$ cat src/rtl/pcnn_seq.sv
// Control sequencer for the pcnn convolution datapath: loads image and kernel,
// walks every output window driving MAC/accumulator controls, then streams results.
module pcnn_seq #(
    parameter int AS = 6,
    parameter int BS = 3,
    parameter int AW = 6,
    parameter int KW = 4,
    parameter int OW = 4
) (
    input  logic          clk,
    input  logic          reset,
    input  logic          go,
    output logic          img_we,
    output logic [AW-1:0] img_waddr,
    output logic          ker_we,
    output logic [KW-1:0] ker_waddr,
    output logic [AW-1:0] img_raddr,
    output logic [KW-1:0] ker_raddr,
    output logic          mac_en,
    output logic          mac_clr,
    output logic          acc_we,
    output logic [OW-1:0] acc_waddr,
    output logic          out_rd,
    output logic [OW-1:0] out_raddr,
    output logic          busy,
    output logic          done
);

    localparam int OS = AS - BS + 1;
    // The linear counter serves all three streaming phases; the image load is the longest.
    localparam int CW = $clog2(AS * AS + 1);
    localparam int RW = $clog2(AS + 1);

    localparam logic [CW-1:0] A_LAST = CW'(AS * AS - 1);
    localparam logic [CW-1:0] B_LAST = CW'(BS * BS - 1);
    localparam logic [CW-1:0] O_LAST = CW'(OS * OS - 1);
    localparam logic [RW-1:0] K_LAST = RW'(BS - 1);
    localparam logic [RW-1:0] W_LAST = RW'(OS - 1);

    typedef enum logic [2:0] {
        S_IDLE,
        S_LOAD_A,
        S_LOAD_B,
        S_MAC,
        S_STALL,
        S_CLEAR,
        S_OUT,
        S_DONE
    } state_t;

    state_t        state_q;
    logic [CW-1:0] cnt_q;
    logic [RW-1:0] kr_q, kc_q;
    logic [RW-1:0] orow_q, ocol_q;
    logic          mac_en_q;

    // NOTE: every register here updates with <= so all next-state terms see the old values.
    always_ff @(posedge clk or negedge reset) begin
        if (!reset) begin
            state_q  <= S_IDLE;
            cnt_q    <= '0;
            kr_q     <= '0;
            kc_q     <= '0;
            orow_q   <= '0;
            ocol_q   <= '0;
            mac_en_q <= 1'b0;
        end else begin
            // One-cycle delay lines mac_en up with the buffers' read latency.
            mac_en_q <= (state_q == S_MAC);
            case (state_q)
                S_IDLE: begin
                    if (go) state_q <= S_LOAD_A;
                end
                S_LOAD_A: begin
                    if (cnt_q == A_LAST) begin
                        cnt_q   <= '0;
                        state_q <= S_LOAD_B;
                    end else begin
                        cnt_q <= cnt_q + CW'(1);
                    end
                end
                S_LOAD_B: begin
                    if (cnt_q == B_LAST) begin
                        cnt_q   <= '0;
                        state_q <= S_MAC;
                    end else begin
                        cnt_q <= cnt_q + CW'(1);
                    end
                end
                S_MAC: begin
                    // The last tap is left in kr/kc so read addresses hold through STALL.
                    if (kc_q == K_LAST) begin
                        if (kr_q == K_LAST) begin
                            state_q <= S_STALL;
                        end else begin
                            kc_q <= '0;
                            kr_q <= kr_q + RW'(1);
                        end
                    end else begin
                        kc_q <= kc_q + RW'(1);
                    end
                end
                S_STALL: begin
                    state_q <= S_CLEAR;
                end
                S_CLEAR: begin
                    kr_q <= '0;
                    kc_q <= '0;
                    if (ocol_q == W_LAST) begin
                        ocol_q <= '0;
                        if (orow_q == W_LAST) begin
                            orow_q  <= '0;
                            state_q <= S_OUT;
                        end else begin
                            orow_q  <= orow_q + RW'(1);
                            state_q <= S_MAC;
                        end
                    end else begin
                        ocol_q  <= ocol_q + RW'(1);
                        state_q <= S_MAC;
                    end
                end
                S_OUT: begin
                    if (cnt_q == O_LAST) begin
                        cnt_q   <= '0;
                        state_q <= S_DONE;
                    end else begin
                        cnt_q <= cnt_q + CW'(1);
                    end
                end
                S_DONE: begin
                    if (!go) state_q <= S_IDLE;
                end
                default: state_q <= S_IDLE;
            endcase
        end
    end

    assign img_we    = (state_q == S_LOAD_A);
    assign img_waddr = img_we ? AW'(cnt_q) : '0;
    assign ker_we    = (state_q == S_LOAD_B);
    assign ker_waddr = ker_we ? KW'(cnt_q) : '0;

    assign img_raddr = (AW'(orow_q) + AW'(kr_q)) * AW'(AS) + AW'(ocol_q) + AW'(kc_q);
    assign ker_raddr = KW'(kr_q) * KW'(BS) + KW'(kc_q);

    assign mac_en    = mac_en_q;
    assign mac_clr   = (state_q == S_CLEAR);
    assign acc_we    = (state_q == S_CLEAR);
    assign acc_waddr = acc_we ? OW'(orow_q) * OW'(OS) + OW'(ocol_q) : '0;

    assign out_rd    = (state_q == S_OUT);
    assign out_raddr = out_rd ? OW'(cnt_q) : '0;

    assign busy      = (state_q != S_IDLE) && (state_q != S_DONE);
    assign done      = (state_q == S_DONE);

endmodule

$ cat config.mk
export PLATFORM = sky130hd
export DESIGN_NAME = pcnn_seq
export DESIGN_NICKNAME = d
export VERILOG_FILES = /design/src/rtl/pcnn_seq.sv
export SDC_FILE = /design/constraint.sdc
export NUM_CORES = 1
export LEC_CHECK = 0
export BUFFER_PORTS_ARGS = -buffer_cell sky130_fd_sc_hd__buf_2
export CAP_MARGIN = 20
export CORE_MARGIN = 4
export CORE_UTILIZATION = 45
export DETAILED_ROUTE_END_ITERATION = 12
export PLACE_DENSITY = 0.63
export SLEW_MARGIN = 20
export SYNTH_ARGS = -nofsm -noshare
export SYNTH_HDL_FRONTEND = slang
export SYNTH_SLANG_ARGS = --single-unit
$ cat constraint.sdc
create_clock -name clk -period 4.6 [get_ports clk]
set_clock_uncertainty 0.1 [all_clocks]
set_input_delay 1.15 -clock clk [delete_from_list [all_inputs] [get_ports clk]]
set_output_delay 1.15 -clock clk [all_outputs]
set_load 0.05 [all_outputs]
Word-level counts from Yosys, hierarchy flattened. Index checks and enable logic that the tools add are counted.

Bits in registers: 22. Input port bits: 3. Output and inout bits: 36. Logic and storage cells: 78.

Add/subtract/negate cells: 10. $mul: 2. Equal/unequal tests: 24. Muxes and demuxes: 26. Reduce and logical (&&, ||, !) cells: 9.

Operators by type and width (count): 3-bit 2-to-1 mux (15); 6-bit 2-to-1 mux (4); 3-bit one-hot mux with 8 select lines (1); 3-bit by 2-bit equality test with 1-bit output (second input constant) (6); 6-bit one-hot mux with 3 select lines (1); 3-bit by 1-bit adder with 3-bit output (second input constant) (4); 6-bit by 3-bit adder with 6-bit output (2); 3-bit equality test (second input constant) (4); 6-bit by 4-bit equality test with 1-bit output (second input constant) (2); 4-bit 2-to-1 mux (3); 3-bit one-hot mux with 2 select lines (2); 2-bit by 1-bit inequality test with 1-bit output (second input constant) (5); 4-bit by 3-bit adder with 4-bit output (2); 7-bit AND reduction (1); 6-bit by 1-bit adder with 6-bit output (second input constant) (1); 6-bit equality test (second input constant) (1); 2-bit inequality test (second input constant) (3); 3-bit inequality test (second input constant) (2); 3-bit nonzero test (2); 4-bit by 2-bit multiplier with 5-bit output (second input constant) (1); 3-bit by 3-bit adder with 4-bit output (1); 3-bit by 2-bit multiplier with 4-bit output (second input constant) (1); 2-bit AND reduction (2); 3-bit by 1-bit equality test with 1-bit output (second input constant) (1); 4 further kinds (4).

Depth between registers and ports, before layout.
Depth in word-level cells: 4. Depth in mapped cells: 11. Depth with buffers taken out: 11.

Least setup slack after synthesis. Ideal clock, no wire load.

Path kind: reg-to-output. From: reg kr_q[0]. To: out img_raddr[5]. Arrival time: 3.687 ns. Data required time: 3.350 ns. Setup slack: -0.337 ns. Stages on the path, launching flop included: 11. Buffers on the path: 0. Cells stage by stage: dfrtp_1 -> ha_1 -> fa_1 -> ha_1 -> fa_1 -> inv_1 -> fa_1 -> nor2b_1 -> o21ai_0 -> xnor2_1 -> xnor2_1.

Cells in the longest elaborated chain, start to end: 4.

Ends and longest elaborated chain: start, declared (RTL line 53) `logic [RW-1:0] kr_q, kc_q;`; start signal, assigned (RTL line 97) `kr_q <= kr_q + RW'(1);`; 3-bit by 3-bit adder with 4-bit output (RTL line 144) `assign img_raddr = (AW'(orow_q) + AW'(kr_q)) * AW'(AS) + AW'(ocol_q) + AW'(kc_q);`; 4-bit by 2-bit multiplier with 5-bit output (RTL line 144); 6-bit by 3-bit adder with 6-bit output (2 in series) (RTL line 144); end, declared (RTL line 17) `output logic [AW-1:0] img_raddr,`.

No other way between the ends.

Worst setup path after layout. Ends and elaborated chain as after synthesis.

==> results.py <==
metrics = {
    "sta": {
        "worst_pin_slew_ns": 0.715,
        "fin_crit_sh": 0.986,
        "min_period_ns": 4.54,
        "max_slew_margin": 0.523,
        "setup_viol": 0,
        "rsz0062_at_grt": "yes",
        "fmax_ghz": 0.220,
        "hold_viol": 0,
        "maxSlewViolCount": 0,
    },
    "worst_setup_path": {
        "worst_setup_path_end_kind": "output pin",
        "endpoint": "img_raddr[5]",
        "crit_type": "flip-flop to output pin",
        "arrival_ns": 3.29,
        "startpoint_type": "flip-flop",
        "cp-startpoint": "kr_q[0]",
        "r2r_start": "state_q[2]",
        "ff2ff_path_depth": 4,
        "cp.required_ns": 3.35,
        "rr_endpoint": "cnt_q[0]",
        "r2r_setup_slack_ns": 2.40,
        "cp_max_fo": 2,
    },
    "drt": {
        "drt-wirelength-per-cell_um": 13.7,
        "viasPerCell": 5.34,
        "wl_um": 4090,
        "first_pass_iters": 4,
        "vias": 1590,
        "drc": 0,
        "drtIter0Drc": 87,
        "ant_nets": 0,
    },
    "floorplan": {
        "rows": 23,
        "die-area_mm2": 0.00543,
        "die-height_um": 73.7,
        "die_x_um": 73.7,
        "start_util": 0.475,
        "pin_count": 39,
        "core_area_mm2": 0.00409,
    },
    "yosys": {
        "synth_common_cells": "22 x dfrtp_1, 19 x ha_1, 18 x inv_1",
        "synth.top_cell.area_share": 0.284,
        "ys.flop_type": "dfrtp_1",
        "synthMostInstantiatedCell": "dfrtp_1",
        "yosys.area.top_type": "dfrtp_1",
        "synth_edf_count": 0,
        "syn_area_per_cell_um2": 9.20,
        "ys_types": 51,
        "synthCells": 211,
        "synthesis.area_mm2": 0.00194,
        "ys_async_sr_fraction": 1.00,
        "yosys_warnings": 0,
        "yosys-top-cells-area": "dfrtp_1 28%, ha_1 12%, fa_1 8.2%",
        "synth_seq_cells": 22,
        "syn_nets": 241,
        "yosysSeqAreaShare": 0.284,
    },
    "cells_and_area": {
        "fin_nets": 279,
        "diodes": 0,
        "final_layout_size_suffix_gt1_frac": 0.270,
        "areaGrowthSynthToFinish_pct": 18.0,
        "fin_util": 0.561,
    },
    "global_route": {
        "grt_max_degree": 28,
        "grt.overflow.total": 0,
        "track_usage": 0.161,
        "grt_pass1_wl_um": 6950,
        "antenna_found_initial": 0,
        "grt_pass1_vias": 1478,
    },
    "power_and_ir_drop": {
        "ir_drop_uv": 118,
        "fin_total_pwr_mw": 0.340,
        "cellPowerDensity_mw_per_mm2": 148,
        "p_leak_nw": 1.19,
    },
    "clock_network": {
        "cts_sinks": 22,
        "htree_levels": 1,
        "cts_tree": "done",
        "cts_buffer_depth": 2,
        "insertion_delay_ns": 0.26,
        "cts_root_buffer": "clkbuf_8",
        "cts_made_buffers": 3,
        "clk_pin_slew_ns": 0.08,
    },
    "placed_design": {
        "globalplace.congestion": 0.765,
        "io_buffers": 38,
        "dpl.hpwl_um": 3210,
    },
    "run_status": {
        "outcome": "complete, no violations",
    },
    "worst_hold_path": {
        "holdCritPathClass": "flip-flop to flip-flop",
    },
    "job": {
        "max_cap_viol_count": 0,
    },
}
-- power by group --
group / switching [mW] / leakage [nW] / total [mW] / internal, mW
Sequential: 0 / 0.270 / 0.193 / 0.193
Clock: 0.0656 / 0.0288 / 0.142 / 0.0763
Combinational: 0.00415 / 0.895 / 0.00488 / 0.000733
Total: 0.0698 / 1.19 / 0.340 / 0.270
-- registers in the layout (all words and copies together) (netlist names) --
register  flops
state_q       3
cnt_q         6
kr_q          3
orow_q        3
kc_q          3
mac_en        1
ocol_q        3
-- cell type report --
| cell class | instances | area [µm²] |
|---|---|---|
| fill | 395 | 1800 |
| tap | 50 | 62.6 |
| inverter | 20 | 82.6 |
| sequential | 22 | 552 |
| clock buffer | 4 | 55.1 |
| multi-input combinational | 158 | 1290 |
| timing repair buffer | 44 | 244 |
-- per-stage QoR --
stage / setup slack [ns] / hold WS (ns) / std cells / area [µm²] / TNS (ns)
floorplan: 0.0338 / 0.389 / 211 / 1960 / 0
finish: 0.0647 / 0.433 / 298 / 2290 / 0
global placement: 0.143 / 0.411 / 292 / 2180 / 0
detailed placement: 0.0891 / 0.414 / 292 / 2180 / 0
CTS: -0.0487 / 0.429 / 298 / 2260 / -0.0487
global route: -0.0731 / 0.457 / 298 / 2290 / -0.0731
-- per-layer routing --
layer  GRT usage  part of all wire  up-vias  wire, µm
li1            -                 -      807         -
met1       0.243              0.49      750      2000
met2       0.242              0.47       28      1910
met3      0.0205             0.031        5       127
met4      0.0362             0.010        0        41
met5           0                 0        -         0
-- how the worst min path moves through the flow --
stage                      endpoint  cells after the start  slack, ns  startpoint
after floorplan            cnt_q[5]                      1       0.39    cnt_q[5]
after global placement    orow_q[2]                      2       0.41   orow_q[2]
after detailed placement  orow_q[2]                      2       0.41   orow_q[2]
after CTS                 orow_q[2]                      2       0.43   orow_q[2]
after global routing      orow_q[2]                      2       0.46   orow_q[2]
final                     orow_q[2]                      2       0.43   orow_q[2]
-- placed cells by master, fill, tap and decap left out, drive strengths merged, types with 2 or more instances in the layout --
cell    count
or2         2
nand3       5
clkbuf      4
mux2i       2
xnor2       6
inv        19
xor2        5
o21ai      14
nor3        5
o211ai      2
buf        44
a21o        6
ha         19
a22o        4
and3        6
nand2       7
a21oi       8
nand3b      2
mux2        2
nor2b       5
nor2       14
or4         2
dfrtp      22
nand2b      3
a31oi       3
and2        9
or3         4
fa          8
-- repair_timing --
item / 4_1_cts / 5_1_grt
hold buffers: 0 / 0
endpoints found under the setup margin: 1 / 2
setup buffers: 2 / 0
pin swaps: 5 / 2
resized for setup: 4 / 6
-- critical path: stages, from the launching register on --
cell,delay [ns]
dfrtp_2,0.43
ha_4,0.17
fa_2,0.57
ha_4,0.20
fa_1,0.52
inv_1,0.06
fa_2,0.34
nor2b_1,0.15
o21ai_2,0.09
xnor2_2,0.18
xnor2_2,0.13
buf_6,0.18
-- cell families after synthesis --
logic type / after synthesis / share of synthesized area
XOR/XNOR: 11 / 0.0496
buffers and inverters: 31 / 0.0747
AO/OA/AOI/OAI: 45 / 0.150
multiplexers: 4 / 0.0219
AND/OR/NAND/NOR: 71 / 0.215
adder cells (fa/ha/maj): 27 / 0.205
flip-flops: 22 / 0.284
Note: power is estimated with default switching activity, not from simulation.
